`config.mk`:
```
export PLATFORM = sky130hd
export DESIGN_NAME = reset_sequencer_flat
export DESIGN_NICKNAME = d
export VERILOG_FILES = /design/src/rtl/reset_sequencer_if.sv /design/src/rtl/reset_sequencer.sv /design/src/flat_wrapper.sv
export SDC_FILE = /design/constraint.sdc
export NUM_CORES = 1
export LEC_CHECK = 0
export ABC_AREA = 1
export CORE_MARGIN = 1.5
export CORE_UTILIZATION = 55
export CTS_BUF_LIST = sky130_fd_sc_hd__clkbuf_8
export CTS_CLUSTER_SIZE = 16
export DETAILED_ROUTE_END_ITERATION = 6
export HOLD_SLACK_MARGIN = 0.03
export PLACE_DENSITY = 0.84
export SKIP_LAST_GASP = 1
export SYNTH_ARGS = -nofsm -noshare
export SYNTH_HDL_FRONTEND = slang
export SYNTH_SLANG_ARGS = --single-unit
```
`constraint.sdc`:
```
create_clock -name clk -period 2.3 [get_ports clk]
set_clock_uncertainty 0.2 [all_clocks]
set_input_delay 0.345 -clock clk [delete_from_list [all_inputs] [get_ports clk]]
set_output_delay 0.345 -clock clk [all_outputs]
set_load 0.02 [all_outputs]
```
`src/rtl/reset_sequencer_if.sv`:
```
// Handshake and status bundle between the reset sequencer and its consumers.
// The master side drives lock status and the soft-reset request; the slave
// side (the sequencer) returns acknowledge, stage resets and status flags.
interface reset_sequencer_if #(
    parameter int NUM_STAGES = 3
) ();
    logic                  pll_lock;
    logic                  soft_rst_req;
    logic                  soft_rst_ack;
    logic [NUM_STAGES-1:0] stage_reset_n;
    logic                  seq_done;
    logic                  lock_lost;

    modport master (
        output pll_lock,
        output soft_rst_req,
        input  soft_rst_ack,
        input  stage_reset_n,
        input  seq_done,
        input  lock_lost
    );

    modport slave (
        input  pll_lock,
        input  soft_rst_req,
        output soft_rst_ack,
        output stage_reset_n,
        output seq_done,
        output lock_lost
    );
endinterface

```
`src/rtl/reset_sequencer.sv`:
```
// Staged reset release: after PLL lock, domain resets are released one at a
// time in index order with a fixed gap. Lock loss pulls every stage back into
// reset. A four-phase soft-reset handshake holds all stages in reset for a
// fixed time before acknowledging.
//
// state    | meaning
// ---------+---------------------------------------------------------------
// HOLD     | all stages in reset, waiting for PLL lock
// COUNT    | releasing stages one per STAGE_DELAY cycles
// RUN      | all stages released, sequencing done
// ASSERT   | soft reset in progress, stages held for SOFT_HOLD cycles
// WAIT_REL | soft reset acknowledged, waiting for the request to drop
module reset_sequencer #(
    parameter int NUM_STAGES  = 3,
    parameter int STAGE_DELAY = 16,
    parameter int SOFT_HOLD   = 8
) (
    input  logic             clk,
    input  logic             fabric_reset_n,
    reset_sequencer_if.slave seq_if
);

    localparam int MAX_CNT = (STAGE_DELAY > SOFT_HOLD) ? STAGE_DELAY : SOFT_HOLD;
    localparam int CNT_W   = $clog2(MAX_CNT) + 1;
    localparam int IDX_W   = $clog2(NUM_STAGES + 1);

    typedef enum logic [2:0] {
        HOLD     = 3'd0,
        COUNT    = 3'd1,
        RUN      = 3'd2,
        ASSERT   = 3'd3,
        WAIT_REL = 3'd4
    } state_t;

    state_t                state_q, state_d;
    logic [CNT_W-1:0]      cnt_q, cnt_d;
    logic [IDX_W-1:0]      idx_q, idx_d;
    logic [NUM_STAGES-1:0] stage_q, stage_d;
    logic                  done_q, done_d;
    logic                  ack_q, ack_d;
    logic                  lost_q, lost_d;

    logic [NUM_STAGES-1:0] stage_bit;
    logic                  lock_drop;
    logic                  stage_tc;
    logic                  hold_tc;
    logic                  last_stage;

    assign lock_drop  = !seq_if.pll_lock && (state_q != HOLD);
    assign stage_tc   = (cnt_q == CNT_W'(STAGE_DELAY - 1));
    assign hold_tc    = (cnt_q == CNT_W'(SOFT_HOLD - 1));
    assign last_stage = (idx_q == IDX_W'(NUM_STAGES - 1));

    // One-hot select of the stage due for release next.
    always_comb begin
        stage_bit = '0;
        for (int i = 0; i < NUM_STAGES; i++) begin
            if (idx_q == IDX_W'(i)) begin
                stage_bit[i] = 1'b1;
            end
        end
    end

    // State, counters and registered outputs; fabric reset wins over everything.
    always_ff @(posedge clk) begin
        if (!fabric_reset_n) begin
            state_q <= HOLD;
            cnt_q   <= '0;
            idx_q   <= '0;
            stage_q <= '0;
            done_q  <= 1'b0;
            ack_q   <= 1'b0;
            lost_q  <= 1'b0;
        end else begin
            state_q <= state_d;
            cnt_q   <= cnt_d;
            idx_q   <= idx_d;
            stage_q <= stage_d;
            done_q  <= done_d;
            ack_q   <= ack_d;
            lost_q  <= lost_d;
        end
    end

    // Next-state decision; lock loss takes priority over the soft request.
    always_comb begin
        state_d = state_q;
        case (state_q)
            HOLD: begin
                if (seq_if.pll_lock) state_d = COUNT;
            end
            COUNT: begin
                if (!seq_if.pll_lock)           state_d = HOLD;
                else if (stage_tc && last_stage) state_d = RUN;
            end
            RUN: begin
                if (!seq_if.pll_lock)         state_d = HOLD;
                else if (seq_if.soft_rst_req) state_d = ASSERT;
            end
            ASSERT: begin
                if (!seq_if.pll_lock) state_d = HOLD;
                else if (hold_tc)     state_d = WAIT_REL;
            end
            WAIT_REL: begin
                if (!seq_if.pll_lock)          state_d = HOLD;
                else if (!seq_if.soft_rst_req) state_d = HOLD;
            end
            default: state_d = HOLD;
        endcase
    end

    // Next values of counter, stage index and outputs; the counter is cleared
    // on every terminal count and on every state change.
    always_comb begin
        cnt_d   = cnt_q;
        idx_d   = idx_q;
        stage_d = stage_q;
        done_d  = done_q;
        ack_d   = ack_q;
        lost_d  = lost_q;
        if (lock_drop) begin
            cnt_d   = '0;
            idx_d   = '0;
            stage_d = '0;
            done_d  = 1'b0;
            ack_d   = 1'b0;
            lost_d  = 1'b1;
        end else begin
            case (state_q)
                HOLD: begin
                    cnt_d   = '0;
                    idx_d   = '0;
                    stage_d = '0;
                    done_d  = 1'b0;
                    ack_d   = 1'b0;
                end
                COUNT: begin
                    if (stage_tc) begin
                        cnt_d   = '0;
                        idx_d   = idx_q + IDX_W'(1);
                        stage_d = stage_q | stage_bit;
                        if (last_stage) done_d = 1'b1;
                    end else begin
                        cnt_d = cnt_q + CNT_W'(1);
                    end
                end
                RUN: begin
                    if (seq_if.soft_rst_req) begin
                        cnt_d   = '0;
                        stage_d = '0;
                        done_d  = 1'b0;
                    end
                end
                ASSERT: begin
                    if (hold_tc) begin
                        cnt_d = '0;
                        ack_d = 1'b1;
                    end else begin
                        cnt_d = cnt_q + CNT_W'(1);
                    end
                end
                WAIT_REL: begin
                    if (!seq_if.soft_rst_req) begin
                        cnt_d = '0;
                        ack_d = 1'b0;
                    end
                end
                default: begin
                    cnt_d   = '0;
                    idx_d   = '0;
                    stage_d = '0;
                    done_d  = 1'b0;
                    ack_d   = 1'b0;
                end
            endcase
        end
    end

    assign seq_if.stage_reset_n = stage_q;
    assign seq_if.seq_done      = done_q;
    assign seq_if.soft_rst_ack  = ack_q;
    assign seq_if.lock_lost     = lost_q;

endmodule
```
`src/flat_wrapper.sv`:
```
// flat-port wrapper written by rule: the top's interface ports become plain ports
module reset_sequencer_flat 
#(
    parameter int NUM_STAGES  = 3,
    parameter int STAGE_DELAY = 16,
    parameter int SOFT_HOLD   = 8
)
  (clk, fabric_reset_n, seq_if_pll_lock, seq_if_soft_rst_req, seq_if_soft_rst_ack, seq_if_stage_reset_n, seq_if_seq_done, seq_if_lock_lost);
  reset_sequencer_if #(.NUM_STAGES(NUM_STAGES)) seq_if_i ();
  input  logic clk;
  input  logic fabric_reset_n;
  input wire logic [$bits(seq_if_i.pll_lock)-1:0] seq_if_pll_lock;
  input wire logic [$bits(seq_if_i.soft_rst_req)-1:0] seq_if_soft_rst_req;
  output wire logic [$bits(seq_if_i.soft_rst_ack)-1:0] seq_if_soft_rst_ack;
  output wire logic [$bits(seq_if_i.stage_reset_n)-1:0] seq_if_stage_reset_n;
  output wire logic [$bits(seq_if_i.seq_done)-1:0] seq_if_seq_done;
  output wire logic [$bits(seq_if_i.lock_lost)-1:0] seq_if_lock_lost;
  assign seq_if_i.pll_lock = seq_if_pll_lock;
  assign seq_if_i.soft_rst_req = seq_if_soft_rst_req;
  assign seq_if_soft_rst_ack = seq_if_i.soft_rst_ack;
  assign seq_if_stage_reset_n = seq_if_i.stage_reset_n;
  assign seq_if_seq_done = seq_if_i.seq_done;
  assign seq_if_lock_lost = seq_if_i.lock_lost;
  reset_sequencer #(.NUM_STAGES(NUM_STAGES), .STAGE_DELAY(STAGE_DELAY), .SOFT_HOLD(SOFT_HOLD)) u_core (.clk(clk), .fabric_reset_n(fabric_reset_n), .seq_if(seq_if_i));
endmodule
```
**Word-level counts from Yosys, hierarchy flattened**

Cells that the tools add are included.

- Register bits: 16
- Input bits: 4
- Output and inout port bits: 6
- Word-level logic and storage cells: 78

- Add/subtract/negate cells: 2
- Equality and inequality tests: 18
- Mux-type cells: 30
- Bitwise operators: 5
- Reductions and logical operators: 16

Operators with widths:

| kind | number |
|---|---|
| $mux W3 | 11 |
| $mux W5 | 4 |
| $pmux W5 S4 | 1 |
| $pmux W3 S5 | 1 |
| $pmux W3 S3 | 1 |
| $mux W1 | 8 |
| $eq A3 B2 Y1 const B | 2 |
| $ne A2 B1 Y1 const B | 3 |
| $ne A2 B2 Y1 const B | 3 |
| $ne A3 B2 Y1 const B | 2 |
| $ne A3 B3 Y1 const B | 2 |
| $pmux W1 S3 | 2 |
| $reduce_and A3 Y1 | 2 |
| $reduce_or A2 Y1 | 3 |
| $add A5 B1 Y5 const B | 1 |
| $eq A5 B3 Y1 const B | 1 |
| $eq A5 B4 Y1 const B | 1 |
| $reduce_and A5 Y1 | 1 |
| $not A1 Y1 | 4 |
| $pmux W2 S2 | 1 |
| $reduce_and A2 Y1 | 2 |
| $reduce_and A4 Y1 | 1 |
| $eq A3 B1 Y1 const B | 1 |
| $eq A3 B3 Y1 const B | 1 |
| 11 further kinds | 12 |

**Longest topological paths before layout**

- Word-level depth: 5
- Gate-level depth with buffers: 10
- Gate-level depth less buffers: 10

**Least setup slack after synthesis**

Ideal clock, no wire load.

- Path kind: register to register
- Start: reg u_core.cnt_q[0]
- End: reg u_core.cnt_q[0]
- Library setup time: 0.116 ns
- Arrival: 1.316 ns
- Data required time: 1.984 ns
- Path slack: 0.667 ns
- Cell stages (with the launch flop): 9
- Path buffers: 0
- Clock period less this slack: 1.633 ns
- Cells stage by stage: dfxtp_1 -> ha_1 -> nand2_1 -> nor2_1 -> ha_1 -> inv_1 -> nand2_4 -> nand2_1 -> o211a_1

- Word-level cells in the longest chain between the ends: 3
- Elaborated cells on any way between the ends: 6
- Classes of those cells: add/sub: 1; eq/ne: 2; mux: 3

RTL lines:

| what | RTL line | RTL |
|---|---|---|
| from (decl) | reset_sequencer.sv:36 | `logic [CNT_W-1:0] cnt_q, cnt_d;` |
| from (signal assigned) | reset_sequencer.sv:76 | `cnt_q <= cnt_d;` |
| $add A5 B1 Y5 (tied with other cells) | reset_sequencer.sv:144, reset_sequencer.sv:159 |  |
| $mux W5 (on tied branches) | reset_sequencer.sv:155, reset_sequencer.sv:138 |  |
| $pmux W5 S4 * | reset_sequencer.sv:129 | `case (state_q)` |

Every way passes the cells marked *; elsewhere a longest branch is shown, timed or not.
A chain may end at the register's enable or synchronous reset.

**Worst setup path after layout**

- Start: reg u_core.cnt_q[0]
- End: reg u_core.stage_q[0] (netlist: u_core.seq_if.stage_reset_n[0])

- Word-level cells in the longest chain between the ends: 3

RTL lines:

| what | RTL line | RTL |
|---|---|---|
| $eq A5 B4 Y1 | reset_sequencer.sv:50 | `assign stage_tc = (cnt_q == CNT_W'(STAGE_DELAY - 1));` |
| $ne A2 B1 Y1 (no source line) | - |  |
| $reduce_and A3 Y1 (no source line) | - |  |
| to (signal assigned) | reset_sequencer.sv:78 | `stage_q <= stage_d;` |
| to (decl) | reset_sequencer.sv:38 | `logic [NUM_STAGES-1:0] stage_q, stage_d;` |

Every way passes these cells.

==> Flow_metrics.wiki <==
{| class="wikitable"
! Metric !! Value
|-
| Outcome || finished clean
|-
| Die Width || 46.4 µm
|-
| Worst path setup slack after routing || 468 ps
|-
| Minimum setup slack after placement || 360 ps
|-
| Top cells by area, synth || sky130_fd_sc_hd__dfxtp_1 31%, sky130_fd_sc_hd__nand2_1 8.0%, sky130_fd_sc_hd__ha_1 7.3%
|-
| Class of the worst hold path || flop to flop
|-
| Largest incremental delay on the critical path || 390 ps
|-
| Post CTS Setup Buffer Count || 0
|-
| Worst-skew pair later-pin latency || 250 ps
|-
| Global-route wire length before repair || 3.26 mm
|-
| Arrival time reported for the critical path endpoint || 1820 ps
|-
| Num rows || 15
|-
| Post_cts resized || 0
|-
| Crit start category || flop
|-
| Number of primary I/O pins || 10
|-
| Share of cells above drive strength 1 || 26.4%
|-
| Antenna diodes || 0
|-
| Routed WL || 1.96 mm
|-
| Flip-flop and latch count after synthesis || 16
|-
| Synth area leader || sky130_fd_sc_hd__dfxtp_1
|-
| List of cells traversed by the critical path || ha_1, nand2_1, nor2_1, ha_1, inv_1, nand2_4, nand2_2, nor2_4, nand2_1, a21oi_2
|-
| Post-Syn Area || 1030 µm²
|-
| Leftover overflow at the end of global routing || 0
|-
| Number of pins exceeding their max-slew limit in the final report || 0
|-
| Starting utilization of the core area || 59.2%
|-
| Detail Placement HPWL || 1.52 mm
|-
| Total clock sinks || 16
|-
| Proportion of netlist area held by the largest area contributor || 31.0%
|-
| Max cap viols || 0
|-
| Crit path required time || 2280 ps
|-
| Placeable core region || 1750 µm²
|-
| Hold Buf Count CTS || 0
|-
| Clock slew at reported path FFs || 60 ps
|-
| Largest net degree at the start of global routing || 10
|-
| Starting DRC count in detailed routing || 16
|-
| Yosys warnings || 0
|-
| Final-stage net count || 159
|-
| Number of nets with antenna violations after routing || 0
|-
| Area growth from synthesis to layout || 16.0%
|-
| Final hold viol count || 0
|-
| Root buffer cell || sky130_fd_sc_hd__clkbuf_8
|-
| Antenna violations before repair || 0
|-
| Most instantiated library cell after synthesis || sky130_fd_sc_hd__nand2_1
|-
| Number of detailed-routing iterations run before antenna repair || 4
|-
| Commonest cells in the netlist || 22 x sky130_fd_sc_hd__nand2_1, 17 x sky130_fd_sc_hd__inv_1, 16 x sky130_fd_sc_hd__dfxtp_1
|-
| Top FF cell, synth || sky130_fd_sc_hd__dfxtp_1
|-
| Fraction of the cycle the final worst path needs || 79.6%
|-
| Critical Path End Type || flop
|-
| Setup Total Neg Slack || 0 ps
|-
| Share of flip-flops with an asynchronous set or reset after synthesis || 0%
|-
| Clock Tree Buf Depth || 2
|-
| Fraction of the yosys area taken by sequential cells || 31.0%
|-
| Power Density || 612 nW/µm²
|-
| Number of global-route vias before repair || 808
|-
| Average size of a mapped cell || 7.60 µm²
|-
| Maximum clock frequency || 0.546 GHz
|-
| Gate count after technology mapping || 136
|-
| Normalized max-slew margin || 70.8%
|-
| Number of distinct library cells after synthesis || 26
|-
| Slew of the pin with the lowest slew margin || 438 ps
|-
| Vias per Instance || 5.17
|-
| Vertical extent of the die || 46.4 µm
|-
| Max H-tree Level || 1
|-
| All-Layer GR Usage || 21.1%
|-
| Placer congestion estimate || 0.861
|-
| Start-to-end type of the worst setup path || flop to flop
|-
| Standby leakage power || 0.501 nW
|-
| Largest fanout of any net on the critical path || 5
|-
| TritonCTS Buffers || 3
|-
| Total nets after synthesis || 146
|-
| Total number of vias || 894
|-
| Final setup violation count || 0
|-
| Unrepaired setup endpoints after global routing || no
|-
| Post-synth EDFFs || 0
|-
| CTS tree || built
|-
| Full die area || 2150 µm²
|-
| Number of fill cells in the layout || 154
|-
| Count of buffers inserted at the top-level ports || 9
|-
| Max VDD drop || 0.000329 V
|-
| CP max stage cell || sky130_fd_sc_hd__dfxtp_1
|-
| Crit path time final || 1830 ps
|-
| Drt drc || 0
|-
| Drt wl/cell || 11.3 µm
|}
[final timing paths]
| kind | cells after the start | slack, ps | startpoint | end |
|---|---|---|---|---|
| max | 10 | 470 | u_core.cnt_q[0] | u_core.seq_if.stage_reset_n[0] |
| min | 2 | 260 | u_core.seq_if.stage_reset_n[0] | u_core.seq_if.stage_reset_n[0] |
| max reg2reg | 10 | 470 | u_core.cnt_q[0] | u_core.seq_if.stage_reset_n[0] |
| min reg2reg | 2 | 260 | u_core.seq_if.stage_reset_n[0] | u_core.seq_if.stage_reset_n[0] |
[where the power goes]
part	internal (W)	total, W	switching (W)
sequential	0.000294	0.000313	0.0000184
combinational	0.0000671	0.000175	0.000108
clock	0.000152	0.000246	0.0000942
total	0.000513	0.000734	0.000221
[placed cells by master (no fill, tap or decap), types with 2 or more instances in the layout]
cell / n
sky130_fd_sc_hd__inv_2: 7
sky130_fd_sc_hd__nand2_4: 3
sky130_fd_sc_hd__o21ai_1: 2
sky130_fd_sc_hd__nor2_2: 4
sky130_fd_sc_hd__a21oi_1: 9
sky130_fd_sc_hd__clkdlybuf4s50_1: 9
sky130_fd_sc_hd__inv_1: 17
sky130_fd_sc_hd__a21oi_2: 5
sky130_fd_sc_hd__nand2_2: 5
sky130_fd_sc_hd__nand3_1: 7
sky130_fd_sc_hd__nand2_1: 22
sky130_fd_sc_hd__nand4_1: 6
sky130_fd_sc_hd__clkbuf_8: 4
sky130_fd_sc_hd__nand3_2: 3
sky130_fd_sc_hd__ha_1: 6
sky130_fd_sc_hd__nor2_4: 4
sky130_fd_sc_hd__dfxtp_1: 16
sky130_fd_sc_hd__nor2_1: 10
[layer usage]
| metal | global-route usage, % | routed length [µm] | vias to the layer above |
|---|---|---|---|
| li1 | - | - | 461 |
| met1 | 27.9 | 886 | 401 |
| met2 | 33.9 | 953 | 30 |
| met3 | 2.35 | 104 | 2 |
| met4 | 10.3 | 13 | 0 |
| met5 | 0 | 0 | - |
[cell type report]
| type | count | area [µm²] | area share, % |
|---|---|---|---|
| sequential | 16 | 320 | 26.7 |
| multi-input combinational | 94 | 603 | 50.3 |
| tap | 25 | 31.3 | 2.61 |
| clock buffer | 4 | 55.1 | 4.59 |
| inverter | 25 | 98.8 | 8.25 |
| timing repair buffer | 9 | 90.1 | 7.52 |
[flip-flops by register name, indices dropped and copies added (netlist names)]
register	count
u_core.seq_if.stage_reset_n	3
u_core.seq_if.soft_rst_ack	1
u_core.idx_q	2
u_core.state_q	3
u_core.seq_if.lock_lost	1
u_core.seq_if.seq_done	1
u_core.cnt_q	5
[stage by stage]
step	cell area, µm²	hold WS, ps	utilization (%)	cells	total power, W
2_1_floorplan	1030	254	-	136	0.000452
3_3_place_gp	1140	246	65.5	169	0.000488
3_5_place_dp	1140	257	65.5	169	0.000493
4_1_cts	1200	268	68.7	173	0.000738
5_1_grt	1200	274	68.7	173	0.000771
6_report	1200	264	68.7	173	0.000734
[critical path, delay by kind of cell, from the launching register on]
| kind | cells | cell delay, ps |
|---|---|---|
| adders and majority gates | 2 | 410 |
| AOI/OAI and AO/OA | 1 | 100 |
| buffers and inverters | 1 | 100 |
| and+or+nand+nor | 6 | 560 |
| DFF | 1 | 390 |
[kinds of logic (layout without fill, tap and decap cells)]
group / count (synthesis) / in the layout / synth area share [%]
AO/OA/AOI/OAI: 21 / 21 / 13.6
adder cells (fa/ha/maj): 6 / 6 / 7.26
buffers and inverters: 26 / 38 / 10.7
flip-flops: 16 / 16 / 31.0
AND/OR/NAND/NOR: 67 / 67 / 37.5
No activity file was read; power rests on OpenSTA's default activity.
